**config.mk**
```make
export PLATFORM = sky130hd
export DESIGN_NAME = apb_regfile_slave
export DESIGN_NICKNAME = d
export VERILOG_FILES = /design/src/rtl/apb_pkg.sv /design/src/rtl/apb_regfile_core.sv /design/src/rtl/apb_regfile_slave.sv
export SDC_FILE = /design/constraint.sdc
export NUM_CORES = 1
export LEC_CHECK = 0
export CAP_MARGIN = 20
export CORE_MARGIN = 8
export CORE_UTILIZATION = 40
export DETAILED_ROUTE_END_ITERATION = 12
export GPL_TIMING_DRIVEN = 0
export PLACE_DENSITY = 0.62
export SETUP_SLACK_MARGIN = 0.15
export SYNTH_ARGS = -nofsm -noshare
export SYNTH_HDL_FRONTEND = slang
export SYNTH_HIERARCHICAL = 1
export SYNTH_SLANG_ARGS = --single-unit
```
**constraint.sdc**
```tcl
create_clock -name pclk -period 6.55 [get_ports pclk]
set_input_delay 1.965 -clock pclk [delete_from_list [all_inputs] [get_ports pclk]]
set_output_delay 1.965 -clock pclk [all_outputs]
set_load 0.01 [all_outputs]
```
**src/rtl/apb_pkg.sv**
```systemverilog
// Shared APB completer definitions: bus widths and slave FSM state encoding.
package apb_pkg;

  localparam int unsigned APB_ADDR_W = 32;
  localparam int unsigned APB_DATA_W = 32;
  localparam int unsigned APB_CNT_W  = 16;

  typedef enum logic [1:0] {
    ST_S_IDLE,
    ST_S_WAIT,
    ST_S_RESP
  } apb_slv_state_t;

endpackage

```
**src/rtl/apb_regfile_core.sv**
```systemverilog
// Register array, address decode, error flag, read mux and completed-transfer counter.
module apb_regfile_core
  import apb_pkg::*;
#(
  parameter int unsigned NUM_REGS  = 4,
  parameter logic [31:0] BASE_ADDR = 32'hA000
) (
  input  logic                    pclk,
  input  logic                    preset,
  input  logic [APB_ADDR_W-1:0]   addr_i,
  input  logic                    write_i,
  input  logic [APB_DATA_W-1:0]   wdata_i,
  input  logic                    commit_i,
  output logic [APB_DATA_W-1:0]   rdata_o,
  output logic                    err_o,
  output logic [NUM_REGS*32-1:0]  reg_q_o
);

  logic [APB_DATA_W-1:0] regs_q [NUM_REGS];
  logic [APB_CNT_W-1:0]  cnt_q;
  logic [APB_ADDR_W-1:0] offset;
  logic [APB_ADDR_W-1:0] idx;
  logic                  aligned;
  logic                  is_reg;
  logic                  is_cnt;

  // Addresses below BASE_ADDR wrap to huge offsets and fall out of range.
  always_comb begin
    offset  = addr_i - BASE_ADDR;
    idx     = offset >> 2;
    aligned = (addr_i[1:0] == 2'b00);
    is_reg  = aligned && (idx < 32'(NUM_REGS));
    is_cnt  = aligned && (idx == 32'(NUM_REGS));
    err_o   = !is_reg && !(is_cnt && !write_i);
  end

  always_comb begin
    rdata_o = '0;
    if (is_cnt) begin
      rdata_o = {{(APB_DATA_W-APB_CNT_W){1'b0}}, cnt_q};
    end
    for (int i = 0; i < int'(NUM_REGS); i++) begin
      if (is_reg && (idx == 32'(i))) begin
        rdata_o = regs_q[i];
      end
    end
  end

  always_ff @(posedge pclk) begin
    if (preset) begin
      cnt_q <= '0;
      for (int i = 0; i < int'(NUM_REGS); i++) begin
        regs_q[i] <= '0;
      end
    end else if (commit_i && !err_o) begin
      cnt_q <= cnt_q + 16'd1;
      if (write_i && is_reg) begin
        for (int i = 0; i < int'(NUM_REGS); i++) begin
          if (idx == 32'(i)) begin
            regs_q[i] <= wdata_i;
          end
        end
      end
    end
  end

  for (genvar g = 0; g < int'(NUM_REGS); g++) begin : g_reg_out
    assign reg_q_o[g*32 +: 32] = regs_q[g];
  end

endmodule

```
**src/rtl/apb_regfile_slave.sv**
```systemverilog
// APB completer: transfer FSM with programmable wait states in front of the register bank.
module apb_regfile_slave
  import apb_pkg::*;
#(
  parameter int unsigned NUM_REGS    = 4,
  parameter logic [31:0] BASE_ADDR   = 32'hA000,
  parameter int unsigned WAIT_CYCLES = 0
) (
  input  logic                   pclk,
  input  logic                   preset,
  input  logic                   psel_i,
  input  logic                   penable_i,
  input  logic [APB_ADDR_W-1:0]  paddr_i,
  input  logic                   pwrite_i,
  input  logic [APB_DATA_W-1:0]  pwdata_i,
  output logic [APB_DATA_W-1:0]  prdata_o,
  output logic                   pready_o,
  output logic                   pslverr_o,
  output logic [NUM_REGS*32-1:0] reg_q_o
);

  localparam logic [3:0] WaitLd = 4'(WAIT_CYCLES);

  apb_slv_state_t        state_q, state_d;
  logic [3:0]            wcnt_q, wcnt_d;
  logic [APB_ADDR_W-1:0] addr_q, addr_d;
  logic                  write_q, write_d;
  logic [APB_DATA_W-1:0] wdata_q, wdata_d;
  logic [APB_DATA_W-1:0] rdata;
  logic                  err;
  logic                  commit;

  always_comb begin
    state_d = state_q;
    wcnt_d  = wcnt_q;
    addr_d  = addr_q;
    write_d = write_q;
    wdata_d = wdata_q;
    case (state_q)
      ST_S_IDLE: begin
        if (psel_i && penable_i) begin
          addr_d  = paddr_i;
          write_d = pwrite_i;
          wdata_d = pwdata_i;
          wcnt_d  = WaitLd;
          state_d = (WAIT_CYCLES > 0) ? ST_S_WAIT : ST_S_RESP;
        end
      end
      ST_S_WAIT: begin
        if (!psel_i) begin
          state_d = ST_S_IDLE;
        end else begin
          wcnt_d = wcnt_q - 4'd1;
          if (wcnt_q == 4'd1) begin
            state_d = ST_S_RESP;
          end
        end
      end
      ST_S_RESP: state_d = ST_S_IDLE;
      default:   state_d = ST_S_IDLE;
    endcase
  end

  always_ff @(posedge pclk) begin
    if (preset) begin
      state_q <= ST_S_IDLE;
      wcnt_q  <= '0;
      addr_q  <= '0;
      write_q <= 1'b0;
      wdata_q <= '0;
    end else begin
      state_q <= state_d;
      wcnt_q  <= wcnt_d;
      addr_q  <= addr_d;
      write_q <= write_d;
      wdata_q <= wdata_d;
    end
  end

  // A master dropping psel in RESP aborts: nothing is written or counted.
  assign commit    = (state_q == ST_S_RESP) && psel_i;
  assign pready_o  = (state_q == ST_S_RESP);
  assign pslverr_o = pready_o && err;
  assign prdata_o  = (pready_o && !err && !write_q) ? rdata : '0;

  apb_regfile_core #(
    .NUM_REGS  (NUM_REGS),
    .BASE_ADDR (BASE_ADDR)
  ) u_core (
    .pclk     (pclk),
    .preset   (preset),
    .addr_i   (addr_q),
    .write_i  (write_q),
    .wdata_i  (wdata_q),
    .commit_i (commit),
    .rdata_o  (rdata),
    .err_o    (err),
    .reg_q_o  (reg_q_o)
  );

endmodule

```
==> results.sh <==
export IMPL_run_status="finished clean"
export IMPL_htreeDepth=1
export IMPL_drv_slew=0
export IMPL_postLayoutCellArea_sq_um=13700
export IMPL_dpl_instance_area_sq_um=12900
export IMPL_drt_pre_antenna_iters=5
export IMPL_drt_total_wl_um=31000
export IMPL_globalRoute_totalOverflow=0
export IMPL_io_pins=231
export IMPL_timing_critical_path_fanout_max=10
export IMPL_quantity_of_hold_fixing_buffers_added_after_cts=0
export IMPL_worstSetupStartpointType="flop"
export IMPL_critical_path_reg2reg_startpoint="addr_q[13]$_SDFFE_PP0P_"
export IMPL_synth_top_cells_by_count="sky130_fd_sc_hd__nand2b_1 (172), sky130_fd_sc_hd__nor2_1 (151), sky130_fd_sc_hd__edfxtp_1 (128)"
export IMPL_distinct_cell_type_count_after_synthesis=42
export IMPL_leakagePower_nw=4.63
export IMPL_globalRouteTotalUtil_pct=19.8
export IMPL_starting_utilization_of_the_core_area_pct=40.5
export IMPL_netlist_area_leader_share_pct=37.9
export IMPL_worstMarginPinSlew_ps=1010
export IMPL_multi_input_comb_area_sq_um=4340
export IMPL_cp_arrival_ps=4180
export IMPL_kind_of_critical_path="flop to output pin"
export IMPL_path_category_of_the_worst_min_delay_check="flop to flop"
export IMPL_clock_tree_buffer_depth=3
export IMPL_dp_final_hpwl_um=23700
export IMPL_cts_clk_slew_worst_paths_ps=60
export IMPL_synth_edf_count=128
export IMPL_grt_busiest_layer="met2"
export IMPL_cts_tree="done"
export IMPL_clock_sink_count=210
export IMPL_hold_slack_ps=472
export IMPL_pwr_density_cell_nw_per_um2=220
export IMPL_areaGrowthSynthToFinish_pct=35.2
export IMPL_timing_final_crit_period_ps=6140
export IMPL_area_sequential_sq_um=5490
export IMPL_worst_endpoint_required_ps=4590
export IMPL_synth_seq_area_share_pct=54.2
export IMPL_final_hold_viol_count=0
export IMPL_drive_gt1_share_pct=6.88
export IMPL_source_of_the_critical_timing_path="addr_q[13]$_SDFFE_PP0P_"
export IMPL_cap_viol_max_count=0
export IMPL_pre_cts_slack_ps=-451
export IMPL_floorplan_core_area_sq_um=25000
export IMPL_die_height_um=175
export IMPL_setup_worst_path_end_class="output pin"
export IMPL_layout_nets=1260
export IMPL_number_of_antenna_violations_at_the_first_check_in_global_routing=1
export IMPL_max_freq_mhz=163
export IMPL_min_delay_start="wdata_q[17]$_SDFFE_PP0P_"
export IMPL_clkLatencyLatePin_ps=510
export IMPL_grt_met3_usage_pct=4.58
export IMPL_ys_async_sr_fraction_pct=0
export IMPL_first_pass_grt_wire_length_um=47600
export IMPL_synth_ff_type="sky130_fd_sc_hd__edfxtp_1"
export IMPL_cts_root_buffer_cell="sky130_fd_sc_hd__clkbuf_16"
export IMPL_final_setup_viol_count=0
export IMPL_drt_vias_per_instance=5.13
export IMPL_cts_inserted_buffers=23
export IMPL_insertedDiodeCount=0
export IMPL_groute_layer_met2_usage_pct=32.4
export IMPL_synth_top_area_cell="sky130_fd_sc_hd__edfxtp_1"
export IMPL_synthesis_yosys_warnings=6
export IMPL_numPortBuffers=230
export IMPL_yosys_cell_count_top_type="sky130_fd_sc_hd__nand2b_1"
export IMPL_worst_clock_skew_ps=20.5
export IMPL_drt_iter0_drc=567
export IMPL_fillers=2208
export IMPL_wire_per_inst_um=20.2
export IMPL_syn_num_nets=1000
export IMPL_global_routing_usage_on_met1_pct=26.0
export IMPL_mappedNetlistArea_sq_um=10100
export IMPL_vias_after_detailed_routing=7876
export IMPL_yosys_register_bits=210
export IMPL_post_synth_cell_area_avg_sq_um=10.9
export IMPL_timing_max_slew_rel_slack_pct=32.9
export IMPL_synthesis_instances=929
export IMPL_place_congestion=0.891
export IMPL_core_rowCount=58
export IMPL_fin_crit_sh_pct=93.8
export IMPL_fp_dieArea_sq_um=30700
export IMPL_ys_top_cells_by_area="sky130_fd_sc_hd__edfxtp_1 (38%), sky130_fd_sc_hd__dfxtp_1 (16%), sky130_fd_sc_hd__nand2b_1 (11%)"
export IMPL_unrepaired_setup_endpoints_after_global_routing="yes"
export IMPL_setup_slack_ps=405
export IMPL_power_ir_vdd_worst_mv=0.142
export IMPL_grt_max_degree=21
export IMPL_die_x_extent_um=175
export IMPL_route_detailed_drc=0
export IMPL_vias_in_the_first_global_route=7907
export IMPL_drt_antenna_violating_nets=0
-- sequential cells by signal, summed over array words and instances, names as in the netlist --
register / flops
u_core/regs_q: 128
addr_q: 32
wdata_q: 32
u_core/cnt_q: 16
state_q: 1
write_q: 1
-- report_power, final --
group	switching (mW)	internal [mW]	leakage, nW
sequential	0.0344	1.45	1.99
combinational	0.175	0.179	2.31
clock	0.513	0.662	0.334
-- critical path: stages (launching register included) --
cell,delay [ps]
sky130_fd_sc_hd__dfxtp_1,400
sky130_fd_sc_hd__inv_1,60
sky130_fd_sc_hd__ha_1,220
sky130_fd_sc_hd__nand2b_1,180
sky130_fd_sc_hd__o21ai_0,140
sky130_fd_sc_hd__nand4_1,130
sky130_fd_sc_hd__or4b_1,640
sky130_fd_sc_hd__nor4_4,270
sky130_fd_sc_hd__clkbuf_8,250
sky130_fd_sc_hd__nand2b_1,130
sky130_fd_sc_hd__nor3b_4,320
sky130_fd_sc_hd__buf_6,190
sky130_fd_sc_hd__and2_1,170
sky130_fd_sc_hd__clkdlybuf4s50_1,550
-- path summary, 6_finish.rpt --
kind | end | slack (ps) | cells after the start
worst min-delay path | wdata_q[17]$_SDFFE_PP0P_ | 470 | 2
worst max-delay path | prdata_o[0] | 410 | 13
worst min register to register | wdata_q[17]$_SDFFE_PP0P_ | 470 | 2
worst max register to register | u_core/regs_q[0][10]$_SDFFCE_PN0P_ | 2960 | 11
-- metrics by stage --
stage	instances	setup TNS (ps)	total power [mW]	utilization, %
after floorplan	929	0	1.68	-
after global placement	1489	-9870	1.86	51.3
after detailed placement	1493	-11680	1.86	51.7
after CTS	1536	0	3.03	54.6
after global routing	1536	0	3.12	54.7
final	1536	0	3.01	54.7
-- layout make-up --
class                           instances  share of cell area, %
Buffer                                 67                   2.51
Clock buffer                           31                   4.50
Clock inverter                         11                  0.457
Inverter                                4                  0.110
Multi-Input combinational cell        647                   31.7
Sequential cell                       210                   40.1
Tap cell                              330                   3.02
Timing Repair Buffer                  236                   17.6
-- layout by cell type (no fill, tap or decap), types with 2 or more instances in the layout --
cell type,count
sky130_fd_sc_hd__edfxtp_1,128
sky130_fd_sc_hd__nand3_1,11
sky130_fd_sc_hd__or3_1,2
sky130_fd_sc_hd__nor2_1,151
sky130_fd_sc_hd__nand2_1,9
sky130_fd_sc_hd__clkbuf_16,23
sky130_fd_sc_hd__mux2i_1,97
sky130_fd_sc_hd__and2_1,37
sky130_fd_sc_hd__clkbuf_1,55
sky130_fd_sc_hd__buf_6,8
sky130_fd_sc_hd__nor2b_1,2
sky130_fd_sc_hd__nand3b_1,2
sky130_fd_sc_hd__o31ai_1,16
sky130_fd_sc_hd__xnor2_1,2
sky130_fd_sc_hd__nor4_1,7
sky130_fd_sc_hd__nand2b_2,4
sky130_fd_sc_hd__a21oi_1,35
sky130_fd_sc_hd__o22ai_1,16
sky130_fd_sc_hd__nand4_1,6
sky130_fd_sc_hd__or4_1,16
sky130_fd_sc_hd__o21ai_0,5
sky130_fd_sc_hd__o21ai_1,2
sky130_fd_sc_hd__ha_1,2
sky130_fd_sc_hd__clkinv_1,2
sky130_fd_sc_hd__inv_1,4
sky130_fd_sc_hd__clkbuf_8,2
sky130_fd_sc_hd__nand2b_1,168
sky130_fd_sc_hd__mux4_2,16
sky130_fd_sc_hd__nor3_1,3
sky130_fd_sc_hd__buf_12,2
sky130_fd_sc_hd__and3_1,22
sky130_fd_sc_hd__dfxtp_1,82
sky130_fd_sc_hd__clkdlybuf4s50_1,230
sky130_fd_sc_hd__buf_4,5
sky130_fd_sc_hd__clkinv_2,6
sky130_fd_sc_hd__buf_2,6
sky130_fd_sc_hd__buf_16,2
sky130_fd_sc_hd__and4_1,3
-- kinds of logic after synthesis --
| family | share of synthesized area [%] |
|---|---|
| compound gates | 4.58 |
| xor+xnor | 0.173 |
| fa+ha+maj | 0.247 |
| buf+inv | 3.32 |
| flops | 54.2 |
| mux | 13.1 |
| simple gates | 24.4 |
-- repair_timing --
item,4_1_cts,5_1_grt
gates resized for setup,11,10
setup endpoints to repair,32,32
pin swaps,1,2
setup buffers,1,1
gates cloned,0,0
-- routing by layer --
metal | vias to the layer above | routed length, um
met1 | 3741 | 13100
met4 | 2 | 614
li1 | 3801 | -
met5 | - | 13
met2 | 291 | 14800
met3 | 41 | 2470
Note: power is estimated with default switching activity, not from simulation.
